<file path="src/rtl/i2c_pkg.sv">
// Shared I2C definitions: slave FSM states, ACK/NACK levels and R/W bit encoding.
package i2c_pkg;

  typedef enum logic [3:0] {
    ST_IDLE,
    ST_ADDR,
    ST_ADDR_ACK,
    ST_PTR,
    ST_PTR_ACK,
    ST_WR_DATA,
    ST_WR_ACK,
    ST_RD_DATA,
    ST_RD_ACK,
    ST_WAIT_STOP
  } i2c_state_e;

  localparam logic I2C_ACK  = 1'b0;
  localparam logic I2C_NACK = 1'b1;

  localparam logic RW_WRITE = 1'b0;
  localparam logic RW_READ  = 1'b1;

  localparam logic [3:0] BITS_PER_BYTE = 4'd8;

endpackage

</file>
<file path="src/rtl/i2c_bus_sync.sv">
// SCL/SDA synchroniser with SCL edge strobes and START/STOP condition strobes.
// Shared between slave and master; both lines are treated identically so their skew is preserved.
module i2c_bus_sync #(
  parameter int SYNC_STAGES = 2
) (
  input  logic clk,
  input  logic rst_n,
  input  logic scl_in,
  input  logic sdl_in,
  output logic sdl,
  output logic scl_rise,
  output logic scl_fall,
  output logic start,
  output logic stop
);

  logic [SYNC_STAGES-1:0] scl_ff, sdl_ff;
  logic scl, scl_q, sdl_q;

  always_ff @(posedge clk or negedge rst_n) begin
    if (!rst_n) begin
      scl_ff <= '1;
      sdl_ff <= '1;
      scl_q  <= 1'b1;
      sdl_q  <= 1'b1;
    end else begin
      scl_ff <= {scl_ff[SYNC_STAGES-2:0], scl_in};
      sdl_ff <= {sdl_ff[SYNC_STAGES-2:0], sdl_in};
      scl_q  <= scl;
      sdl_q  <= sdl;
    end
  end

  assign scl = scl_ff[SYNC_STAGES-1];
  assign sdl = sdl_ff[SYNC_STAGES-1];

  assign scl_rise = scl & ~scl_q;
  assign scl_fall = ~scl & scl_q;
  // SCL must be high on both sides of the SDA edge to count as a bus condition
  assign start    = scl & scl_q & sdl_q & ~sdl;
  assign stop     = scl & scl_q & ~sdl_q & sdl;

endmodule

</file>
<file path="src/rtl/i2c_slave_mem.sv">
// I2C slave exposing MEM_DEPTH byte registers behind an auto-incrementing pointer.
// Write: addr+W, pointer, data...; read: addr+R streams mem[ptr++] until NACK.
module i2c_slave_mem
  import i2c_pkg::*;
#(
  parameter logic [6:0] SLAVE_ADDR  = 7'h50,
  parameter int         MEM_DEPTH   = 16,
  parameter int         SYNC_STAGES = 2,
  localparam int        PTR_W       = $clog2(MEM_DEPTH)
) (
  input  logic             clk,
  input  logic             rst_n,
  input  logic             scl,
  input  logic             sdl_in,
  output logic             sdl_oe,
  output logic             busy,
  output logic             wr_stb,
  output logic [PTR_W-1:0] wr_addr,
  output logic [7:0]       wr_data
);

  logic sdl, scl_rise, scl_fall, start, stop;

  i2c_bus_sync #(.SYNC_STAGES(SYNC_STAGES)) u_sync (
    .clk      (clk),
    .rst_n    (rst_n),
    .scl_in   (scl),
    .sdl_in   (sdl_in),
    .sdl      (sdl),
    .scl_rise (scl_rise),
    .scl_fall (scl_fall),
    .start    (start),
    .stop     (stop)
  );

  i2c_state_e       state, state_nxt;
  logic [3:0]       bit_cnt, bit_cnt_nxt;
  logic [7:0]       shreg, shreg_nxt;
  logic [PTR_W-1:0] ptr, ptr_nxt;
  logic             rw, rw_nxt;
  logic             oe_nxt, busy_nxt, mem_we;
  logic [7:0]       mem [MEM_DEPTH];
  logic [7:0]       rd_byte;

  assign rd_byte = mem[ptr];

  always_ff @(posedge clk or negedge rst_n) begin
    if (!rst_n) begin
      state   <= ST_IDLE;
      bit_cnt <= '0;
      shreg   <= '0;
      ptr     <= '0;
      rw      <= RW_WRITE;
      sdl_oe  <= 1'b0;
      busy    <= 1'b0;
      wr_stb  <= 1'b0;
      wr_addr <= '0;
      wr_data <= '0;
    end else begin
      state   <= state_nxt;
      bit_cnt <= bit_cnt_nxt;
      shreg   <= shreg_nxt;
      ptr     <= ptr_nxt;
      rw      <= rw_nxt;
      sdl_oe  <= oe_nxt;
      busy    <= busy_nxt;
      wr_stb  <= mem_we;
      if (mem_we) begin
        wr_addr <= ptr;
        wr_data <= shreg;
      end
    end
  end

  // Register file survives reset, so it has no reset branch
  always_ff @(posedge clk) begin
    if (mem_we) mem[ptr] <= shreg;
  end

  // START beats STOP beats SCL edges; SDA is sampled on rises, SDL_OE moves only on falls.
  always_comb begin
    state_nxt   = state;
    bit_cnt_nxt = bit_cnt;
    shreg_nxt   = shreg;
    ptr_nxt     = ptr;
    rw_nxt      = rw;
    oe_nxt      = sdl_oe;
    busy_nxt    = busy;
    mem_we      = 1'b0;
    if (start) begin
      state_nxt   = ST_ADDR;
      bit_cnt_nxt = '0;
      shreg_nxt   = '0;
      oe_nxt      = 1'b0;
    end else if (stop) begin
      state_nxt   = ST_IDLE;
      bit_cnt_nxt = '0;
      oe_nxt      = 1'b0;
      busy_nxt    = 1'b0;
    end else if (scl_rise) begin
      case (state)
        ST_ADDR, ST_PTR, ST_WR_DATA: begin
          if (bit_cnt != BITS_PER_BYTE) begin
            shreg_nxt   = {shreg[6:0], sdl};
            bit_cnt_nxt = bit_cnt + 4'd1;
          end
        end
        ST_RD_DATA: begin
          if (bit_cnt != BITS_PER_BYTE) bit_cnt_nxt = bit_cnt + 4'd1;
        end
        ST_RD_ACK: begin
          if (sdl == I2C_NACK) begin
            state_nxt = ST_WAIT_STOP;
            busy_nxt  = 1'b0;
          end else begin
            ptr_nxt     = ptr + PTR_W'(1);
            bit_cnt_nxt = 4'd1;  // marks "master ACKed", next byte loads on the fall
          end
        end
        default: ;
      endcase
    end else if (scl_fall) begin
      case (state)
        ST_ADDR: begin
          if (bit_cnt == BITS_PER_BYTE) begin
            bit_cnt_nxt = '0;
            if (shreg[7:1] == SLAVE_ADDR) begin
              state_nxt = ST_ADDR_ACK;
              rw_nxt    = shreg[0];
              oe_nxt    = 1'b1;
              busy_nxt  = 1'b1;
            end else begin
              state_nxt = ST_WAIT_STOP;
              busy_nxt  = 1'b0;
            end
          end
        end
        ST_ADDR_ACK: begin
          bit_cnt_nxt = '0;
          if (rw == RW_READ) begin
            state_nxt = ST_RD_DATA;
            shreg_nxt = rd_byte;
            oe_nxt    = ~rd_byte[7];
          end else begin
            state_nxt = ST_PTR;
            oe_nxt    = 1'b0;
          end
        end
        ST_PTR: begin
          if (bit_cnt == BITS_PER_BYTE) begin
            state_nxt   = ST_PTR_ACK;
            ptr_nxt     = shreg[PTR_W-1:0];
            bit_cnt_nxt = '0;
            oe_nxt      = 1'b1;
          end
        end
        ST_PTR_ACK, ST_WR_ACK: begin
          state_nxt   = ST_WR_DATA;
          bit_cnt_nxt = '0;
          oe_nxt      = 1'b0;
        end
        ST_WR_DATA: begin
          if (bit_cnt == BITS_PER_BYTE) begin
            state_nxt   = ST_WR_ACK;
            mem_we      = 1'b1;
            ptr_nxt     = ptr + PTR_W'(1);
            bit_cnt_nxt = '0;
            oe_nxt      = 1'b1;
          end
        end
        ST_RD_DATA: begin
          if (bit_cnt == BITS_PER_BYTE) begin
            state_nxt   = ST_RD_ACK;
            bit_cnt_nxt = '0;
            oe_nxt      = 1'b0;
          end else if (bit_cnt != 4'd0) begin
            shreg_nxt = {shreg[6:0], 1'b0};
            oe_nxt    = ~shreg[6];
          end
        end
        ST_RD_ACK: begin
          if (bit_cnt == 4'd1) begin
            state_nxt   = ST_RD_DATA;
            bit_cnt_nxt = '0;
            shreg_nxt   = rd_byte;
            oe_nxt      = ~rd_byte[7];
          end
        end
        default: ;
      endcase
    end
  end

endmodule

</file>
<file path="config.mk">
export PLATFORM = sky130hd
export DESIGN_NAME = i2c_slave_mem
export DESIGN_NICKNAME = d
export VERILOG_FILES = /design/src/rtl/i2c_pkg.sv /design/src/rtl/i2c_bus_sync.sv /design/src/rtl/i2c_slave_mem.sv
export SDC_FILE = /design/constraint.sdc
export NUM_CORES = 1
export LEC_CHECK = 0
export CORE_MARGIN = 2
export CORE_UTILIZATION = 30
export DETAILED_ROUTE_END_ITERATION = 12
export SLEW_MARGIN = 20
export SYNTH_ARGS = -nofsm -noshare
export SYNTH_HDL_FRONTEND = slang
export SYNTH_HIERARCHICAL = 1
export SYNTH_SLANG_ARGS = --single-unit
export TNS_END_PERCENT = 10
</file>
<file path="constraint.sdc">
create_clock -name clk -period 3.2 [get_ports clk]
set_input_delay 0.64 -clock clk [delete_from_list [all_inputs] [get_ports clk]]
set_output_delay 0.64 -clock clk [all_outputs]
set_load 0.01 [all_outputs]
</file>
== After elaboration in Yosys (flattened, before gate mapping) ==
Memories as Yosys holds them, arrays and structs flattened.
Index checks and enable logic that the tools add are counted.
Word-level totals
  memories: 1
  memory bits (writable): 128
  output and inout bits: 15
  bits in registers: 42
Operators by class
  reductions and logical operators: 24
  muxes and demuxes: 70
  add/sub/neg operators: 2
  bitwise gates (word level): 16
  eq/ne operators: 43
Memories
  mem: depth 16, bits a word 8, rd ports 1, clocked after Yosys merged registers in 0, wr ports 1, line i2c_slave_mem.sv:42  | logic [7:0] mem [MEM_DEPTH];
Operator list (number)
  2-to-1 mux 4 bit: 26
  2-to-1 mux 8 bit: 10
  inequality test 5 bit, second input constant: 7
  inequality test 4 bit, second input constant: 8
  case mux 4 bit (7 select lines): 1
  2-to-1 mux 1 bit: 27
  case mux 8 bit (3 select lines): 1
  AND reduction 9 bit: 2
  nonzero test 3 bit: 6
  == test 4 x 3 -> 1 bit, second input constant: 4
  case mux 4 bit (2 select lines): 2
  AND reduction 8 bit: 2
  inequality test 3 x 1 -> 1 bit, second input constant: 5
  AND reduction 7 bit: 2
  inequality test 4 x 1 -> 1 bit, second input constant: 3
  case mux 4 bit (3 select lines): 1
  inequality test 5 x 2 -> 1 bit, second input constant: 2
  inverter 1 bit: 9
  nonzero test 9 bit: 1
  adder 4 x 1 -> 4 bit, second input constant: 2
  == test 4 x 1 -> 1 bit, second input constant: 2
  == test 4 x 2 -> 1 bit, second input constant: 2
  == test 4 bit, second input constant: 2
  nonzero test 4 bit: 2
  16 further kinds: 26

== Logic depth before layout (Yosys ltp) ==
  word-level depth: 9
  depth in mapped cells: 9
  depth with buffers taken out: 8

== Modules after synthesis ==
The synthesis kept the hierarchy.
Modules (own cells, without submodules)
  i2c_slave_mem: area each 7068.0 µm², cells an instance 444, instances 1, sequential area each 4744.6 µm²
  i2c_bus_sync: area each 190.2 µm², cells an instance 10, instances 1, sequential area each 157.7 µm²

== Least setup slack after synthesis ==
Ideal clock, no wire load.
  path type: register to register
  start: reg u_sync.sdl_ff[1]
  end: mem mem[0][0] (enable)
  required time: 2817 ps
  period minus slack after synthesis: 2947 ps
  arrival: 2563 ps
  cell stages (with the launch flop): 8
  path buffers: 2
  slack: 253 ps
  cell sequence: dfstp_2 -> and4b_1 -> nor2_1 -> and4_1 -> clkbuf_1 -> buf_2 -> nand2_1 -> nor3_1
On the way
  longest elaborated chain between the ends: 5
RTL lines
  start, declared: line i2c_bus_sync.sv:17  | logic [SYNC_STAGES-1:0] scl_ff, sdl_ff;
  start signal, assigned: line i2c_bus_sync.sv:28  | sdl_ff <= {sdl_ff[SYNC_STAGES-2:0], sdl_in};
  inverter 1 bit: line i2c_bus_sync.sv:40  | assign start = scl & scl_q & sdl_q & ~sdl;
  AND 1 bit: line i2c_bus_sync.sv:40
  via start: line i2c_slave_mem.sv:22  | logic sdl, scl_rise, scl_fall, start, stop;
  2-to-1 mux 1 bit: line i2c_slave_mem.sv:90  | if (start) begin
  via mem_we: line i2c_slave_mem.sv:41  | logic oe_nxt, busy_nxt, mem_we;
  2-to-1 mux 1 bit: line i2c_slave_mem.sv:77  | if (mem_we) mem[ptr] <= shreg;
  2-to-1 mux 1 bit (not written as such): line i2c_slave_mem.sv:77
  end, declared: line i2c_slave_mem.sv:42
The timed path passes the listed nets, and every way through them passes these cells.

== Final worst setup path ==
  start: reg u_sync.sdl_ff[1]
  end: mem mem[0][0] (enable)
On the way
  longest elaborated chain between the ends: 5
RTL lines (line)
  inverter 1 bit: i2c_bus_sync.sv:40
  AND 1 bit: i2c_bus_sync.sv:40
  via start: i2c_slave_mem.sv:22
  2-to-1 mux 1 bit: i2c_slave_mem.sv:90
  2-to-1 mux 1 bit: i2c_slave_mem.sv:77
  2-to-1 mux 1 bit (not written as such): i2c_slave_mem.sv:77
The timed path passes the listed nets, and every way through them passes these cells.

==> results.md <==
* CP max stage cell: dfstp_2
* GRT overflow at 0
* R2R Path End: mem[0][0]
* H-tree levels at 4
* Setup Viol. Count Final at 0
* Design Power at between 6 and 7 mW
* Final hold vios at 0
* R2R Path Start: u_sync/sdl_ff[1]
* Die height at 160 um
* Comb power frac at 0.244
* Sequential cell area at 0.00490 sq mm
* Internal power at 4.58 mW
* Crit path max-delay family: simple AND/OR/NAND/NOR gates
* First-pass GRT wire length at 24.0 mm
* Worst-path clk slew at around 60 ps
* Fill cell count at 2200
* Max Clock Freq at 393 MHz
* Setup TNS at 0 ps
* P_leak at 3.02 nW
* Global routing's busiest layer: met2
* RSZ-0062 raised after global routing: no
* Final wirelength at 15.3 mm
* Most common cell in the netlist: edfxtp_1
* Area contributors post-synth: edfxtp_1 (53%), dfrtp_1 (12%), mux4_2 (9.9%)
* Vias/cell at 5.00
* Post_cts resized at 0
* Top_reg_cell synth: edfxtp_1
* CTS Root Cell: clkbuf_16
* Post-synthesis register bit count at 170
* Nature of the critical path endpoint: flop
* CTS Buf Count at 17
* GRT met2 Usage at 0.196
* Critical Path Max Stage Delay at 640 ps
* TritonCTS clock tree: built
* Final HPWL DP at 9.95 mm
* Layout cells sized above 1 at 0.212
* Crit path time final at ~2500 ps
* Gr usage total at 0.124
* R2r worst-path depth at 6
* Data required, critical path at 3330 ps
* Vias in the first global route at 4071
* Register area share after synthesis at 0.675
* Pin count of the biggest net entering global routing at 43
* Syn-to-layout area delta at 18.1%
* Antenna diodes at 0
* Reg2reg setup slack at about 660 ps
* Row count at 56
* Most frequent cells after synthesis: edfxtp_1 (128), dfrtp_1 (36), mux4_2 (32), nor2_1 (32), nand2_1 (20)
* Net Sw Power at 2.13 mW
* Initial antenna violation count at 0
* Status: complete, no violations
* Starting DRT DRC Count at 508
* Vias post-DR at roughly 4100
* Drt wl/cell at 18.4 um
* I/O pins at 19
* Slew margin rel. at 0.356
* Starting density of the core at 0.307
* Clk pwr share at 0.310
* Die Area at 0.0255 sq mm
* Max_cap viols at 0
* Residual DRC at 0
* GP Congestion at 0.848
* First-pass DRT Iterations at 5
* Area of the multi-input gates at 0.00221 sq mm
* WP buf/inv at 1
* Post-Syn Area at 0.00726 sq mm
* Later-pin clock latency in the skew report at 420 ps
* Antenna-violating nets left at 0
* Leading area contributor after synthesis: edfxtp_1
* GR Util met1 at 0.166
* Sequential share of power at 0.446
* Hold path endpoint: u_sync/scl_ff[1]
* Clock Skews at approximately 8.7 ps
* Pins over their slew limit at 0
* Mapped Cells at 454
* Net count, final at 508
* CTS Buffer Depth at 2
* Critical path class: flop to flop
* # hold bufs at CTS at 0
* Buffers on Ports at 18
* Worst hold stages at 0
* Max Fanout on Critical Path at 8
* HP Start: u_sync/scl_ff[0]
* Layout Cells excl Fill at 829
* Post-route clock period utilization at 0.795
* Die Wd at 160 um
* Syn_area_per_cell at 16.0 sq um
* Number of synthesized flops with an enable pin at roughly 130
* Syn_nets at 465
* Core area at 0.0236 sq mm
* Type of the worst min-delay path: flop to flop
* Placed insts at 797
* Library cells used by synthesis at 55
* FFs w/ async S/R, synth at 0.247
* Maximum VDD drop at approximately 0.62 mV
* Pwr dens at 783 mW/mm^2
* CP Cell Sequence: and4b_1 > nor2_1 > and4_1 > nand2_1 > nor3_1 > buf_4
* Arrival time at the worst endpoint at 2670 ps
* Critical Path Source Type: flop
* Synth top area share at 0.530
* Yosys warnings at 6
* Met3 GRT Util at 0.0341
* Switching Fraction at 0.317
* Post-CTS Setup Bufs at 0
* Slew @ Worst Pin at approximately 970 ps
* Clock sink count at 170
==> cell families (layout without fill, tap and decap cells) <==
logic type	count (synthesis)	count (layout)	share of synthesized area
AO/OA/AOI/OAI	66	66	0.0657
XOR/XNOR	3	3	0.00362
adder cells (fa/ha/maj)	7	7	0.0121
buffers and inverters	35	91	0.0198
flip-flops	170	170	0.675
multiplexers	64	64	0.147
AND/OR/NAND/NOR	109	109	0.0769
==> cell type report <==
class	count	share of cell area
Sequential cell	170	0.572
Multi-Input combinational cell	249	0.258
Clock buffer	18	0.0501
Timing Repair Buffer	50	0.0485
Tap cell	319	0.0466
Clock inverter	14	0.0206
Inverter	9	0.00394
==> power by group through the flow <==
stage / clock network [mW] / logic (mW) / registers (mW)
after floorplan: 0 / 1.15 / 2.93
after global placement: 0 / 1.62 / 3.03
after detailed placement: 0 / 1.64 / 3.04
after CTS: 2.12 / 1.65 / 2.99
after global routing: 2.20 / 1.79 / 3.03
final: 2.08 / 1.64 / 2.99
==> stage by stage <==
stage	instance area (sq um)	hold slack, ps	setup WS, ps	util
after detailed placement	7960	351	698	0.337
after global routing	8570	366	511	0.363
final	8570	359	656	0.363
after CTS	8570	361	684	0.363
after global placement	7960	349	705	0.337
after floorplan	7260	344	253	-
==> cells in the final DEF (no fill, tap or decap), types with 13 or more instances in the layout <==
| cell | n |
|---|---|
| mux2i_1 | 14 |
| clkdlybuf4s50_1 | 17 |
| dfrtp_1 | 35 |
| buf_4 | 32 |
| nor2_1 | 32 |
| mux2_1 | 18 |
| clkbuf_16 | 17 |
| edfxtp_1 | 128 |
| a21oi_1 | 13 |
| mux4_2 | 32 |
| nand2_1 | 20 |
==> registers in the layout (all words and copies together) (netlist names) <==
| signal | count |
|---|---|
| u_sync/sdl_q | 1 |
| state | 4 |
| mem | 128 |
| shreg | 8 |
| busy | 1 |
| rw | 1 |
| wr_addr | 4 |
| wr_stb | 1 |
| wr_data | 8 |
| ptr | 4 |
| bit_cnt | 4 |
| sdl_oe | 1 |
| u_sync/scl_q | 1 |
| u_sync/scl_ff | 2 |
| u_sync/sdl_ff | 2 |
==> per-layer routing <==
layer  up-vias  wire length, um
met3        14              872
li1       1868                -
met5         -                0
met1      2138             6780
met4         0              185
met2       126             7410
==> worst max-delay path by stage <==
stage | cells past startpoint | slack, ps | to | from
final | 6 | 660 | mem[0][0] | u_sync/sdl_ff[1]
after global routing | 6 | 510 | mem[0][0] | u_sync/sdl_ff[1]
after CTS | 6 | 680 | mem[0][0] | u_sync/sdl_ff[1]
after detailed placement | 6 | 700 | mem[0][4] | u_sync/sdl_ff[1]
after global placement | 6 | 710 | mem[0][4] | state[3]
after floorplan | 7 | 250 | mem[0][0] | u_sync/sdl_ff[1]
No activity file was read; power rests on OpenSTA's default activity.
==> patch 1 (config.mk and constraints unchanged) <==
Change the parameter `MEM_DEPTH` from 16 to 8.
--- a/src/rtl/i2c_slave_mem.sv
+++ b/src/rtl/i2c_slave_mem.sv
@@ -5,5 +5,5 @@
 #(
   parameter logic [6:0] SLAVE_ADDR  = 7'h50,
-  parameter int         MEM_DEPTH   = 16,
+  parameter int         MEM_DEPTH   = 8,
   parameter int         SYNC_STAGES = 2,
   localparam int        PTR_W       = $clog2(MEM_DEPTH)
Interface: changed (resized wr_addr); port bits go from 19 to 18. The function was not compared with the original's and may differ.
==> patch 1 against the original RTL <==
  * Power shrank 40%
  * Routed wire length shrank 31%
  * Design area shrank 35%
  * Global-route usage grew 0.81 points
  * Die area shrank 33%
  * Clock power shrank 45%
  * Final cell count shrank 27%
  * Sequential cell count shrank 66
  * Fmax shrank 3.3%
  * Area after synthesis shrank 34%
  * Worst setup slack lost 0.086 ns
  * Sequential power shrank 33%
  * Count of clock-buffer cells in the layout shrank 9
  * Highest routed layer unchanged
  * Critical endpoint is now mem[4][4]$_DFFE_PP_
==> patch 1: results (changes against the original RTL) <==
- Outcome: finished, final reports clean (unchanged)
- Worst slack at placement: 0.624 ns (was 0.698 ns)
- Yosys reg bits: 104 (was 170)
- Worst-Margin Slew: 0.966 ns (about the same)
- WL final: 10.5 mm (was 15.3 mm)
- Multi-input gate area: 1690 µm² (was 2210 µm²)
- XOR/XNOR Fraction of Synth Area: 0.365% (was 0.362%)
- RD Place Congestion: 0.856 (was 0.848)
- H-tree Lvls: 3 (was 4)
- Multi-input gates: 223 (was 249)
- Skew final: 0.00899 ns (was 0.00869 ns)
- Met3 GRT Util: 2.93% (was 3.41%)
- Ratio of cells with drive above 1 in the final layout: 18.1% (was 21.2%)
- Share of flip-flops with an asynchronous set or reset: 38.5% (was 24.7%)
- Clock network area share: 5.59% (was 7.07%)
- Vias in the first global route: 3,025 (was 4,071)
- Vias: 3,045 (was 4,146)
- Commonest cells in the synthesized netlist: edfxtp_1, nand2_1, dfrtp_1 (was edfxtp_1, dfrtp_1, mux4_2, nor2_1, nand2_1)
- R2R setup slack: 0.57 ns (was 0.66 ns)
- # nets final: 395 (was 508)
- Global-route wire length before repair: 16.9 mm (was 24.0 mm)
- # fillers: 1,565 (was 2,200)
- Number of synthesized flops with an enable pin: 64 (was 128)
- Area post-placement: 5240 µm² (was 7960 µm²)
- Synth Area in Compound Gates: 9.57% (was 6.57%)
- Worst Path Max Fanout: 10 (was 8)
==> patch 1: cell count changes in the layout (fill, tap and decap cells not counted), sizes merged, moves of 5 or more <==
cell / before / now
nor3: 8 / 13
mux2: 18 / 4
clkbuf: 18 / 9
nand2: 20 / 38
edfxtp: 128 / 64
a22o: 5 / 0
o32ai: 0 / 9
mux4: 32 / 16
buf: 33 / 17
o21ai: 10 / 29
nor2: 33 / 16
a32o: 7 / 0
==> patch 1: power breakdown <==
part           total (W)  switching, W  leakage (nW)  internal (W)
sequential       0.00201      0.000367          1.10       0.00164
combinational   0.000866      0.000433         0.709      0.000432
clock            0.00114      0.000518         0.153      0.000623
total            0.00401       0.00132          1.97       0.00269
==> patch 1: worst max-delay path, stage by stage, from the launching register on <==
cell and delay (ns):
dfstp_2 0.60, and4b_1 0.22, or2_2 0.41, nor2_4 0.17, nand3_1 0.21, inv_1 0.21, nand2_1 0.16, nor3_1 0.19
buf_4 0.19
==> patch 1: how the worst max path moves through the flow <==
stage,startpoint,endpoint,slack (ns),cells after the start
final,u_sync/sdl_ff[1]$_DFF_PN1_,mem[4][4]$_DFFE_PP_,0.57,8
after global routing,u_sync/sdl_ff[1]$_DFF_PN1_,mem[4][5]$_DFFE_PP_,0.46,8
after CTS,u_sync/sdl_ff[1]$_DFF_PN1_,mem[4][4]$_DFFE_PP_,0.60,8
after detailed placement,u_sync/sdl_ff[1]$_DFF_PN1_,mem[4][4]$_DFFE_PP_,0.62,8
after global placement,u_sync/sdl_ff[1]$_DFF_PN1_,mem[4][4]$_DFFE_PP_,0.69,8
after floorplan,u_sync/sdl_ff[1]$_DFF_PN1_,mem[0][0]$_DFFE_PP_,0.45,6
==> patch 2 (config.mk and constraints unchanged) <==
Without the edit above. Make the reset (`rst_n`) synchronous in 2 clocked blocks.
--- a/src/rtl/i2c_bus_sync.sv
+++ b/src/rtl/i2c_bus_sync.sv
@@ -18,5 +18,5 @@
   logic scl, scl_q, sdl_q;
 
-  always_ff @(posedge clk or negedge rst_n) begin
+  always_ff @(posedge clk) begin
     if (!rst_n) begin
       scl_ff <= '1;
--- a/src/rtl/i2c_slave_mem.sv
+++ b/src/rtl/i2c_slave_mem.sv
@@ -45,5 +45,5 @@
   assign rd_byte = mem[ptr];
 
-  always_ff @(posedge clk or negedge rst_n) begin
+  always_ff @(posedge clk) begin
     if (!rst_n) begin
       state   <= ST_IDLE;
Behaviour: no difference found for any inputs over 4 cycles, from zero or initial values and one cycle with rst_n low; that may be too few to reach the edited logic, so the function may still have changed.
==> patch 2 against the original RTL <==
  * Worst setup slack worse by 0.22 ns
  * Design area increased by 1.0%
  * Sequential cell count is 4 higher
  * Utilization shrank 0.60 points
  * Hold slack gained 0.055 ns
  * Critical path depth is 1 lower
  * Area after synthesis grew 1.5%
  * Highest routed layer unchanged
  * Global-route usage grew 0.84 points
  * Clock skew down 0.00067 ns
  * Routed wire length grew 7.7%
Power is not compared: it rests on default switching activity, and its combinational part moved more than twofold at a synthesized area within 25%.
==> patch 2: results (changes against the original RTL) <==
- Ratio of cells with drive above 1 in the final layout: 18.9% (was 21.2%)
- Multi-input gate area: 2420 µm² (was 2210 µm²)
- Inst Count DP: 868 (was 797)
- Outcome: finished, final reports clean (unchanged)
- Clkbuf count: 21 (was 18)
- Largest net degree at the start of global routing: 22 (was 43)
- CP arrival: 3.07 ns (was 2.67 ns)
- Signal buffers: 53 (was 50)
- Worst Path Max Fanout: 19 (was 8)
- Via-to-Cell Ratio: 5.06 (was 5.00)
- Worst r2r path cells: 5 (was 6)
- CP peak stage delay: 0.74 ns (was 0.64 ns)
- Synthesized area per cell: 14.0 µm² (was 16.0 µm²)
- Final hold slack: 0.414 ns (was 0.359 ns)
- GRT Overall Usage: 13.3% (was 12.4%)
- Seq/Total Area, Yosys: 64.7% (was 67.5%)
- Dominant cells by area after synthesis: edfxtp_1, dfxtp_1, mux4_2 (was edfxtp_1, dfrtp_1, mux4_2)
- Worst-Margin Slew: 0.894 ns (was 0.966 ns)
- # fillers: 2,384 (was 2,200)
- Multi-input gates: 306 (was 249)
- CP max-delay cell: or4b_1 (was dfstp_2)
- WL final: 16.4 mm (was 15.3 mm)
- Vias in the first global route: 4,619 (was 4,071)
- Sequential portion of the cell area: 55.1% (was 57.2%)
- Clock network area share: 6.69% (was 7.07%)
- Synthesized Nets: 536 (was 465)
- Worst slack at placement: 0.480 ns (was 0.698 ns)
- R2R setup slack: 0.44 ns (was 0.66 ns)
- Final Cell Area: 8660 µm² (was 8570 µm²)
- Detail Placement HPWL: 11.0 mm (was 9.95 mm)
- Skew final: 0.00803 ns (was 0.00869 ns)
- Commonest cells in the synthesized netlist: edfxtp_1, nand2_1, dfxtp_1 (was edfxtp_1, dfrtp_1, mux4_2, nor2_1, nand2_1)
patch 2: cell types whose count changed in the layout (fill, tap and decap cells not counted), moves of 16 or more:
cell,unedited run,this run
dfxtp_1,0,45
a21oi_1,13,36
o21ai_0,4,20
dfrtp_1,35,0
nand2_1,20,50
mux2_1,18,0
patch 2: kinds of logic (layout without fill, tap and decap cells):
| group | count (synthesis) | in the layout | synth area share (%) |
|---|---|---|---|
| multiplexers | 49 | 49 | 12.1 |
| XOR/XNOR | 1 | 1 | 0.119 |
| adder cells (fa/ha/maj) | 7 | 7 | 1.19 |
| flip-flops | 174 | 174 | 64.7 |
| AO/OA/AOI/OAI | 98 | 98 | 8.87 |
| AND/OR/NAND/NOR | 151 | 151 | 10.6 |
| buffers and inverters | 45 | 96 | 2.46 |
patch 2: routing by layer:
metal	vias to the layer above	wire [µm]	track usage (%)
met1	2305	7450	17.8
met3	23	733	3.02
met2	130	7930	21.3
met4	0	325	4.59
met5	-	0	0
li1	2092	-	-
